`src/rtl/iter_shift_ctrl_if.sv`:
```
// Request/response bundle for the iterative shifter: the requester drives the
// request fields, and the shifter answers with status and result.
`ifndef INST_ID_LEN
`define INST_ID_LEN 8
`endif
`ifndef NONE_ID
`define NONE_ID 8'h00
`endif
`ifndef SLLI_ID
`define SLLI_ID 8'h01
`endif
`ifndef SRLI_ID
`define SRLI_ID 8'h02
`endif
`ifndef SRAI_ID
`define SRAI_ID 8'h03
`endif

interface iter_shift_ctrl_if #(
  parameter int XLEN    = 32,
  parameter int SHAMT_W = 5
);
  logic                    start;
  logic [`INST_ID_LEN-1:0] instr_id;
  logic [XLEN-1:0]         rs1_data;
  logic [SHAMT_W-1:0]      shamt;
  logic                    flush;
  logic                    ready;
  logic                    busy;
  logic                    done;
  logic [XLEN-1:0]         result;
  logic                    err;

  modport master (
    output start, instr_id, rs1_data, shamt, flush,
    input  ready, busy, done, result, err
  );

  modport slave (
    input  start, instr_id, rs1_data, shamt, flush,
    output ready, busy, done, result, err
  );
endinterface

```
`src/rtl/iter_shift_ctrl.sv`:
```
// Multi-cycle immediate shifter (SLLI/SRLI/SRAI): one bit position per cycle,
// so a shift by N takes N+1 cycles from accept to the done pulse.
`ifndef INST_ID_LEN
`define INST_ID_LEN 8
`endif
`ifndef NONE_ID
`define NONE_ID 8'h00
`endif
`ifndef SLLI_ID
`define SLLI_ID 8'h01
`endif
`ifndef SRLI_ID
`define SRLI_ID 8'h02
`endif
`ifndef SRAI_ID
`define SRAI_ID 8'h03
`endif

module iter_shift_ctrl #(
  parameter int XLEN    = 32,
  parameter int SHAMT_W = 5
) (
  input logic               clk,
  input logic               rst,
  iter_shift_ctrl_if.slave  bus
);

  typedef enum logic [1:0] {
    S_IDLE  = 2'd0,
    S_SHIFT = 2'd1,
    S_DONE  = 2'd2
  } state_t;

  typedef enum logic [1:0] {
    OP_SLL = 2'd0,
    OP_SRL = 2'd1,
    OP_SRA = 2'd2
  } op_t;

  state_t               r_state;
  state_t               w_state_nxt;
  op_t                  r_op;
  op_t                  w_op;
  logic [XLEN-1:0]      r_opnd;
  logic [XLEN-1:0]      r_result;
  logic [SHAMT_W-1:0]   r_count;
  logic                 r_err;
  logic                 w_supported;
  logic                 w_accept;
  logic                 w_last_step;
  logic [XLEN-1:0]      w_shifted;

  function automatic logic [XLEN-1:0] shift_one(input op_t op, input logic [XLEN-1:0] v);
    logic signed [XLEN-1:0] sv;
    sv = $signed(v);
    case (op)
      OP_SLL:  shift_one = {v[XLEN-2:0], 1'b0};
      OP_SRL:  shift_one = {1'b0, v[XLEN-1:1]};
      OP_SRA:  shift_one = $unsigned(sv >>> 1);
      default: shift_one = v;
    endcase
  endfunction

  always_comb begin
    w_op        = OP_SLL;
    w_supported = 1'b1;
    case (bus.instr_id)
      `SLLI_ID: w_op = OP_SLL;
      `SRLI_ID: w_op = OP_SRL;
      `SRAI_ID: w_op = OP_SRA;
      default:  w_supported = 1'b0;
    endcase
  end

  assign w_accept    = bus.start & (r_state == S_IDLE) & ~bus.flush;
  assign w_last_step = (r_count == SHAMT_W'(1));
  assign w_shifted   = shift_one(r_op, r_opnd);

  always_ff @(posedge clk or posedge rst) begin
    if (rst) r_state <= S_IDLE;
    else     r_state <= w_state_nxt;
  end

  always_comb begin
    w_state_nxt = r_state;
    case (r_state)
      S_IDLE: begin
        if (w_accept) begin
          if (!w_supported || (bus.shamt == '0)) w_state_nxt = S_DONE;
          else                                   w_state_nxt = S_SHIFT;
        end
      end
      S_SHIFT: begin
        if (bus.flush)        w_state_nxt = S_IDLE;
        else if (w_last_step) w_state_nxt = S_DONE;
      end
      S_DONE:  w_state_nxt = S_IDLE;
      default: w_state_nxt = S_IDLE;
    endcase
  end

  // Working operand: loaded on accept, shifted one bit per SHIFT cycle
  always_ff @(posedge clk) begin
    if (w_accept) begin
      r_opnd <= bus.rs1_data;
      r_op   <= w_op;
    end else if (r_state == S_SHIFT) begin
      r_opnd <= w_shifted;
    end
  end

  // Result/err only change on entry to DONE, so result holds between ops
  always_ff @(posedge clk or posedge rst) begin
    if (rst) begin
      r_count  <= '0;
      r_result <= '0;
      r_err    <= 1'b0;
    end else begin
      case (r_state)
        S_IDLE: begin
          if (w_accept) begin
            r_count <= w_supported ? bus.shamt : '0;
            if (!w_supported || (bus.shamt == '0)) begin
              r_result <= w_supported ? bus.rs1_data : '0;
              r_err    <= ~w_supported;
            end
          end
        end
        S_SHIFT: begin
          if (bus.flush) begin
            r_count <= '0;
          end else begin
            r_count <= r_count - SHAMT_W'(1);
            if (w_last_step) begin
              r_result <= w_shifted;
              r_err    <= 1'b0;
            end
          end
        end
        default: r_count <= '0;
      endcase
    end
  end

  always_comb begin
    bus.ready  = (r_state == S_IDLE);
    bus.busy   = (r_state == S_SHIFT) || (r_state == S_DONE);
    bus.done   = (r_state == S_DONE);
    bus.err    = (r_state == S_DONE) && r_err;
    bus.result = r_result;
  end

endmodule

```
`src/flat_wrapper.sv`:
```
// flat-port wrapper written by rule: the top's interface ports become plain ports
module iter_shift_ctrl_flat 
#(
  parameter int XLEN    = 32,
  parameter int SHAMT_W = 5
)
  (clk, rst, bus_start, bus_instr_id, bus_rs1_data, bus_shamt, bus_flush, bus_ready, bus_busy, bus_done, bus_result, bus_err);
  iter_shift_ctrl_if #(.XLEN(XLEN), .SHAMT_W(SHAMT_W)) bus_i ();
  input logic clk;
  input logic rst;
  input wire logic [$bits(bus_i.start)-1:0] bus_start;
  input wire logic [$bits(bus_i.instr_id)-1:0] bus_instr_id;
  input wire logic [$bits(bus_i.rs1_data)-1:0] bus_rs1_data;
  input wire logic [$bits(bus_i.shamt)-1:0] bus_shamt;
  input wire logic [$bits(bus_i.flush)-1:0] bus_flush;
  output wire logic [$bits(bus_i.ready)-1:0] bus_ready;
  output wire logic [$bits(bus_i.busy)-1:0] bus_busy;
  output wire logic [$bits(bus_i.done)-1:0] bus_done;
  output wire logic [$bits(bus_i.result)-1:0] bus_result;
  output wire logic [$bits(bus_i.err)-1:0] bus_err;
  assign bus_i.start = bus_start;
  assign bus_i.instr_id = bus_instr_id;
  assign bus_i.rs1_data = bus_rs1_data;
  assign bus_i.shamt = bus_shamt;
  assign bus_i.flush = bus_flush;
  assign bus_ready = bus_i.ready;
  assign bus_busy = bus_i.busy;
  assign bus_done = bus_i.done;
  assign bus_result = bus_i.result;
  assign bus_err = bus_i.err;
  iter_shift_ctrl #(.XLEN(XLEN), .SHAMT_W(SHAMT_W)) u_core (.clk(clk), .rst(rst), .bus(bus_i));
endmodule
```
`config.mk`:
```
export PLATFORM = sky130hd
export DESIGN_NAME = iter_shift_ctrl_flat
export DESIGN_NICKNAME = d
export VERILOG_FILES = /design/src/rtl/iter_shift_ctrl_if.sv /design/src/rtl/iter_shift_ctrl.sv /design/src/flat_wrapper.sv
export SDC_FILE = /design/constraint.sdc
export NUM_CORES = 1
export LEC_CHECK = 0
export CAP_MARGIN = 20
export CORE_UTILIZATION = 36
export CTS_BUF_LIST = sky130_fd_sc_hd__clkbuf_8
export DETAILED_ROUTE_END_ITERATION = 16
export GPL_ROUTABILITY_DRIVEN = 0
export SLEW_MARGIN = 20
export SYNTH_ARGS = -nofsm -noshare
export SYNTH_HDL_FRONTEND = slang
export SYNTH_SLANG_ARGS = --single-unit
```
`constraint.sdc`:
```
create_clock -name clk -period 2.6 [get_ports clk]
set_input_delay 0.52 -clock clk [delete_from_list [all_inputs] [get_ports clk]]
set_output_delay 0.52 -clock clk [all_outputs]
set_load 0.05 [all_outputs]
```
After elaboration in Yosys (flattened, before gate mapping)
Cells that the tools add are included.
{"block": "totals", "reg_bits": 74, "in_bits": 49, "output_inout_bits": 36, "wordCells": 61}
{"block": "op_classes", "n_addsub": 1, "eq_ne": 13, "muxes": 25, "bitwise_logic": 4, "n_reduce_logical": 12}
{"op": "$mux 32", "n": 7}
{"op": "$pmux 32 s3", "n": 1}
{"op": "$pmux 32 s2", "n": 1}
{"op": "$eq 8x2->1 const B", "n": 2}
{"op": "$mux 5", "n": 3}
{"op": "$pmux 5 s2", "n": 1}
{"op": "$eq 8x1->1 const B", "n": 1}
{"op": "$mux 2", "n": 4}
{"op": "$pmux 2 s2", "n": 2}
{"op": "$ne 2x1->1 const B", "n": 3}
{"op": "$eq 5x1->1 const B", "n": 1}
{"op": "$logic_not 5->1", "n": 1}
{"op": "$mux 1", "n": 5}
{"op": "$reduce_and 5->1", "n": 1}
{"op": "$sub 5x1->5 const B", "n": 1}
{"op": "$eq 2x1->1 const B", "n": 2}
{"op": "$eq 2x2->1 const B", "n": 2}
{"op": "$logic_not 2->1", "n": 2}
{"op": "$reduce_bool 2->1", "n": 2}
{"op": "$ne 3x2->1 const B", "n": 1}
{"op": "$reduce_or 3->1", "n": 1}
{"op": "$and 1x1->1", "n": 2}
{"op": "$logic_or 1x1->1", "n": 2}
{"op": "$ne 2x2->1 const B", "n": 1}
{"op": "5 further kinds", "n": 6}

Logic depth before layout (Yosys ltp)
{"block": "logic_depth", "word_depth": 8, "mapped_depth": 10, "ltp_nobuf": 8}

Least setup slack after synthesis
No wires, ideal clock.
{"block": "synth_timing", "path_type": "reg2reg", "startpoint": "register u_core.r_state[0]", "endpoint": "register u_core.r_opnd[0] (enable)", "setup_time_ns": 0.389, "arrival_ns": 2.498, "t_required_ns": 2.211, "setup_slack_ns": -0.287, "stages_incl_launch_ff": 8, "n_path_buf": 2, "period_less_slack_ns": 2.887, "cell_sequence": "dfrtp_1 inv_1 ha_1 inv_1 or2_1 buf_2 buf_1 nand2_1"}
{"block": "synth_between", "elab_chain_cells": 4, "word_cells_on_any_way": 5, "cone_classes": "1 x eq/ne; 2 x bitwise; 2 x reduce/logical"}
{"element": "start, declared", "line": "iter_shift_ctrl.sv:40", "text": "state_t r_state;"}
{"element": "start signal, assigned", "line": "iter_shift_ctrl.sv:81", "text": "else r_state <= w_state_nxt;"}
{"element": "$logic_not 2->1"}
{"element": "net bus_ready", "line": "flat_wrapper.sv:16", "text": "output wire logic [$bits(bus_i.ready)-1:0] bus_ready;"}
{"element": "$and 1x1->1 (2 in series)", "line": "iter_shift_ctrl.sv:75", "text": "assign w_accept = bus.start & (r_state == S_IDLE) & ~bus.flush;"}
{"element": "$reduce_bool 2->1 (no source line)"}
{"element": "end signal, assigned", "line": "iter_shift_ctrl.sv:105", "text": "r_opnd <= bus.rs1_data;"}
{"element": "end signal, assigned", "line": "iter_shift_ctrl.sv:108", "text": "r_opnd <= w_shifted;"}
{"element": "end, declared", "line": "iter_shift_ctrl.sv:44", "text": "logic [XLEN-1:0] r_opnd;"}
The timed path passes the listed nets, and every way through them passes these cells.
A chain may end at the register's enable or synchronous reset.

Final worst setup path
{"block": "layout_timing", "startpoint": "register u_core.r_state[0]", "endpoint": "output port bus_err"}
{"block": "layout_between", "elab_chain_cells": 2}
{"element": "$eq 2x2->1", "line": "iter_shift_ctrl.sv:149", "text": "bus.err = (r_state == S_DONE) && r_err;"}
{"element": "$logic_and 1x1->1", "line": "iter_shift_ctrl.sv:149"}
{"element": "end, declared", "line": "flat_wrapper.sv:20", "text": "output wire logic [$bits(bus_i.err)-1:0] bus_err;"}
Every way passes these cells.

==> run_summary.xml <==
<?xml version="1.0" encoding="UTF-8"?>
<metrics>
  <group name="sta">
    <metric name="max_freq" unit="MHz">408</metric>
    <metric name="setup_repair_after_global_routing_missed_its_margin" unit="">false</metric>
    <metric name="layout_min_cycle_time" unit="ps">2450</metric>
    <metric name="slew_viol_final" unit="">0</metric>
    <metric name="final_hold_viol_count" unit="">0</metric>
    <metric name="finalWorstSetupSlack" unit="ps">152</metric>
    <metric name="whs" unit="ps">511</metric>
    <metric name="max_slew.worst_pin.slew" unit="ps">558</metric>
    <metric name="finalSetupViolCount" unit="">0</metric>
    <metric name="timing.clock.skew" unit="ps">9.06</metric>
    <metric name="fin_tns_setup" unit="ps">0</metric>
    <metric name="max_slew_headroom" unit="">0.627</metric>
    <metric name="layout_worst_path_cycle_share" unit="">0.942</metric>
  </group>
  <group name="synth">
    <metric name="synth-async-reset-ratio" unit="">0.541</metric>
    <metric name="mappedNetlistNets" unit="">415</metric>
    <metric name="synthesis.yosys.warnings" unit="">0</metric>
    <metric name="total_of_flip_flops_plus_latches_after_synthesis" unit="">74</metric>
    <metric name="count_of_different_cell_masters_after_synthesis" unit="">38</metric>
    <metric name="ys.flop_type" unit="">dfrtp_1</metric>
    <metric name="syn-mean-instance-area" unit="um2">12.8</metric>
    <metric name="number_of_enable_flip_flop_cells_after_synthesis" unit="">34</metric>
    <metric name="synthCells" unit="">361</metric>
    <metric name="syn-cell-area" unit="um2">4620</metric>
    <metric name="synth_seq_area_share" unit="">0.437</metric>
  </group>
  <group name="clocking">
    <metric name="cts_max_path_buffers" unit="">2</metric>
    <metric name="cts.clk_slew.worst_paths" unit="ps">80</metric>
    <metric name="worst_skew_pair.late_latency" unit="ps">350</metric>
    <metric name="clock-sinks" unit="">74</metric>
    <metric name="cts.repair.resized" unit="">0</metric>
    <metric name="cts_setup_buffers" unit="">0</metric>
    <metric name="ctsHoldBuffers" unit="">0</metric>
    <metric name="tritoncts_clock_tree" unit="">yes</metric>
    <metric name="cts-root-buf" unit="">clkbuf_8</metric>
    <metric name="cts-buffers-inserted" unit="">9</metric>
    <metric name="h_tree_depth" unit="">3</metric>
  </group>
  <group name="placement">
    <metric name="placedInstanceArea" unit="um2">5780</metric>
    <metric name="pre_cts_ws" unit="ps">-15.4</metric>
    <metric name="io_buffer_count" unit="">84</metric>
    <metric name="dp_hpwl" unit="um">7240</metric>
    <metric name="place.detailed.instances" unit="">609</metric>
  </group>
  <group name="layout">
    <metric name="drive_gt1_frac" unit="">0.220</metric>
    <metric name="utilization" unit="">0.473</metric>
    <metric name="layoutNonFillerInstCount" unit="">623</metric>
    <metric name="synthToLayoutAreaGrowth" unit="%">28.6</metric>
    <metric name="fin_nets" unit="">502</metric>
    <metric name="antenna_cells_inserted" unit="">0</metric>
    <metric name="layout.filler_cells" unit="">1165</metric>
    <metric name="stdcell_area" unit="um2">5940</metric>
  </group>
  <group name="routing">
    <metric name="drt_first_pass_iters" unit="">6</metric>
    <metric name="drc" unit="">0</metric>
    <metric name="drt_wl_total" unit="um">10400</metric>
    <metric name="first_iter_violations" unit="">114</metric>
    <metric name="wl_per_cell" unit="um">16.6</metric>
    <metric name="final_antenna_net_count" unit="">0</metric>
    <metric name="detailroute.via_count" unit="">3127</metric>
    <metric name="drt-vias-per-instance" unit="">5.02</metric>
  </group>
  <group name="worst_hold_path">
    <metric name="worst_hold_path_type" unit="">reg -&gt; reg</metric>
  </group>
  <group name="power">
    <metric name="fin_total_pwr" unit="mW">3.39</metric>
    <metric name="power.net_switching" unit="mW">1.11</metric>
    <metric name="max-vdd-ir-drop" unit="mV">0.519</metric>
    <metric name="clock_power_share" unit="">0.237</metric>
    <metric name="p_per_area" unit="nW/um2">571</metric>
    <metric name="p_int" unit="mW">2.28</metric>
    <metric name="power_frac_seq" unit="">0.430</metric>
    <metric name="comb_power_share" unit="">0.333</metric>
    <metric name="static-leakage-power" unit="nW">2.55</metric>
    <metric name="switching_share" unit="">0.327</metric>
  </group>
  <group name="die">
    <metric name="core_area" unit="um2">12600</metric>
    <metric name="io-pin-count" unit="">85</metric>
    <metric name="dieArea" unit="um2">13300</metric>
    <metric name="placementRows" unit="">41</metric>
    <metric name="die_height" unit="um">115</metric>
    <metric name="die_width" unit="um">115</metric>
    <metric name="initial_core_util" unit="">0.368</metric>
  </group>
  <group name="grt">
    <metric name="grt_remaining_overflow" unit="">0</metric>
    <metric name="pin_count_of_the_biggest_net_entering_global_routing" unit="">64</metric>
    <metric name="grt_first_pass_wirelength" unit="um">16800</metric>
    <metric name="groute.usage.overall" unit="">0.165</metric>
    <metric name="grt_pass1_vias" unit="">3259</metric>
    <metric name="initial_antenna_violation_count" unit="">0</metric>
  </group>
  <group name="setup_path">
    <metric name="critical_path_required" unit="ps">2080</metric>
    <metric name="worst_reg2reg_path_depth" unit="">7</metric>
    <metric name="crit_path_launch_type" unit="">flop</metric>
    <metric name="crit_end" unit="">bus_err</metric>
    <metric name="timing.critical_path.from" unit="">u_core.r_state[0]</metric>
    <metric name="crit_path_end_kind" unit="">output port</metric>
    <metric name="rr_startpoint" unit="">u_core.r_count[1]</metric>
    <metric name="reg2reg_slack" unit="ps">280</metric>
    <metric name="cp_data_arrival_time" unit="ps">1930</metric>
    <metric name="timing_worst_setup_path_type" unit="">reg -&gt; out</metric>
    <metric name="worst-path-max-fanout" unit="">3</metric>
    <metric name="rr_endpoint" unit="">u_core.bus.result[21]</metric>
  </group>
  <group name="outcome">
    <metric name="outcome" unit="">finished clean</metric>
  </group>
  <group name="flow_run">
    <metric name="cap_viol_max_count" unit="">0</metric>
  </group>
</metrics>
-- critical path, stage by stage (launching register included) --
cell             delay, ps
dfrtp_1                380
inv_1                   90
ha_1                   170
and2_1                 130
clkdlybuf4s50_1        790
-- worst min-delay path by stage --
stage	end	cells after the start	slack [ps]	start
detailed placement	u_core.bus.result[15]	1	500	u_core.bus.result[15]
floorplan	u_core.r_count[1]	2	470	u_core.r_count[1]
global route	u_core.bus.result[20]	1	530	u_core.bus.result[20]
CTS	u_core.bus.result[3]	1	520	u_core.bus.result[3]
finish	u_core.bus.result[3]	1	510	u_core.bus.result[3]
global placement	u_core.r_count[1]	2	500	u_core.r_count[1]
-- flip-flops by register name, indices dropped and copies added, names as in the netlist --
register / flops
u_core.bus.result: 32
u_core.r_op: 2
u_core.r_err: 1
u_core.r_count: 5
u_core.r_state: 2
u_core.r_opnd: 32
-- cell usage after synthesis, types with 2 or more instances --
master / n / area share
nor2_1: 12 / 0.0097
and2_1: 2 / 0.0027
clkbuf_1: 10 / 0.0081
inv_1: 9 / 0.0073
buf_6: 3 / 0.0073
mux2i_1: 92 / 0.20
nor3_1: 3 / 0.0032
a22oi_1: 7 / 0.011
o21ai_0: 6 / 0.0065
xor2_1: 3 / 0.0057
edfxtp_1: 34 / 0.22
buf_2: 4 / 0.0043
nand2_1: 9 / 0.0073
buf_1: 10 / 0.0081
mux2_4: 29 / 0.094
a21oi_1: 3 / 0.0032
mux2_2: 31 / 0.076
dfrtp_1: 40 / 0.22
ha_1: 5 / 0.014
a22o_1: 31 / 0.059
-- power by group through the flow --
| stage | combinational [mW] | clock [mW] | sequential (mW) |
|---|---|---|---|
| 2_1_floorplan | 0.783 | 0 | 1.50 |
| 3_3_place_gp | 1.13 | 0 | 1.48 |
| 3_5_place_dp | 1.13 | 0 | 1.48 |
| 4_1_cts | 1.14 | 0.822 | 1.46 |
| 5_1_grt | 1.22 | 0.861 | 1.47 |
| 6_report | 1.13 | 0.803 | 1.46 |
-- cells by family after synthesis --
kind of cell,after synthesis,share of synthesized area
AND/OR/NAND/NOR,37,0.0444
adder cells (fa/ha/maj),5,0.0135
flip-flops,74,0.437
XOR/XNOR,3,0.00568
buffers and inverters,37,0.0360
multiplexers,153,0.371
AO/OA/AOI/OAI,52,0.0917
-- cell type report --
class | instances | area, um2 | share of cell area
tap | 172 | 215 | 0.0362
sequential | 74 | 2020 | 0.340
inverter | 10 | 37.5 | 0.00631
timing repair buffer | 103 | 1060 | 0.178
clock buffer | 11 | 151 | 0.0255
multi-input combinational | 250 | 2450 | 0.412
clock inverter | 3 | 11.3 | 0.00189
-- layout by cell type (no fill, tap or decap), types with 2 or more instances in the layout --
cell	count
mux2i_1	92
clkdlybuf4s50_1	84
dfrtp_1	40
edfxtp_1	34
a22o_1	31
mux2_2	31
mux2_4	29
buf_4	13
nor2_1	12
inv_1	11
clkbuf_8	11
nand2_1	8
a22oi_1	7
o21ai_0	6
buf_12	6
ha_1	4
nor3_1	3
a21oi_1	3
xor2_1	3
nor4_4	2
inv_2	2
and2_1	2
-- layer usage --
metal,global-route usage,part of all wire
met5,0,0
met4,0.0623,0.014
met3,0.0285,0.036
met2,0.256,0.46
met1,0.230,0.49
No activity file was read; power rests on OpenSTA's default activity.
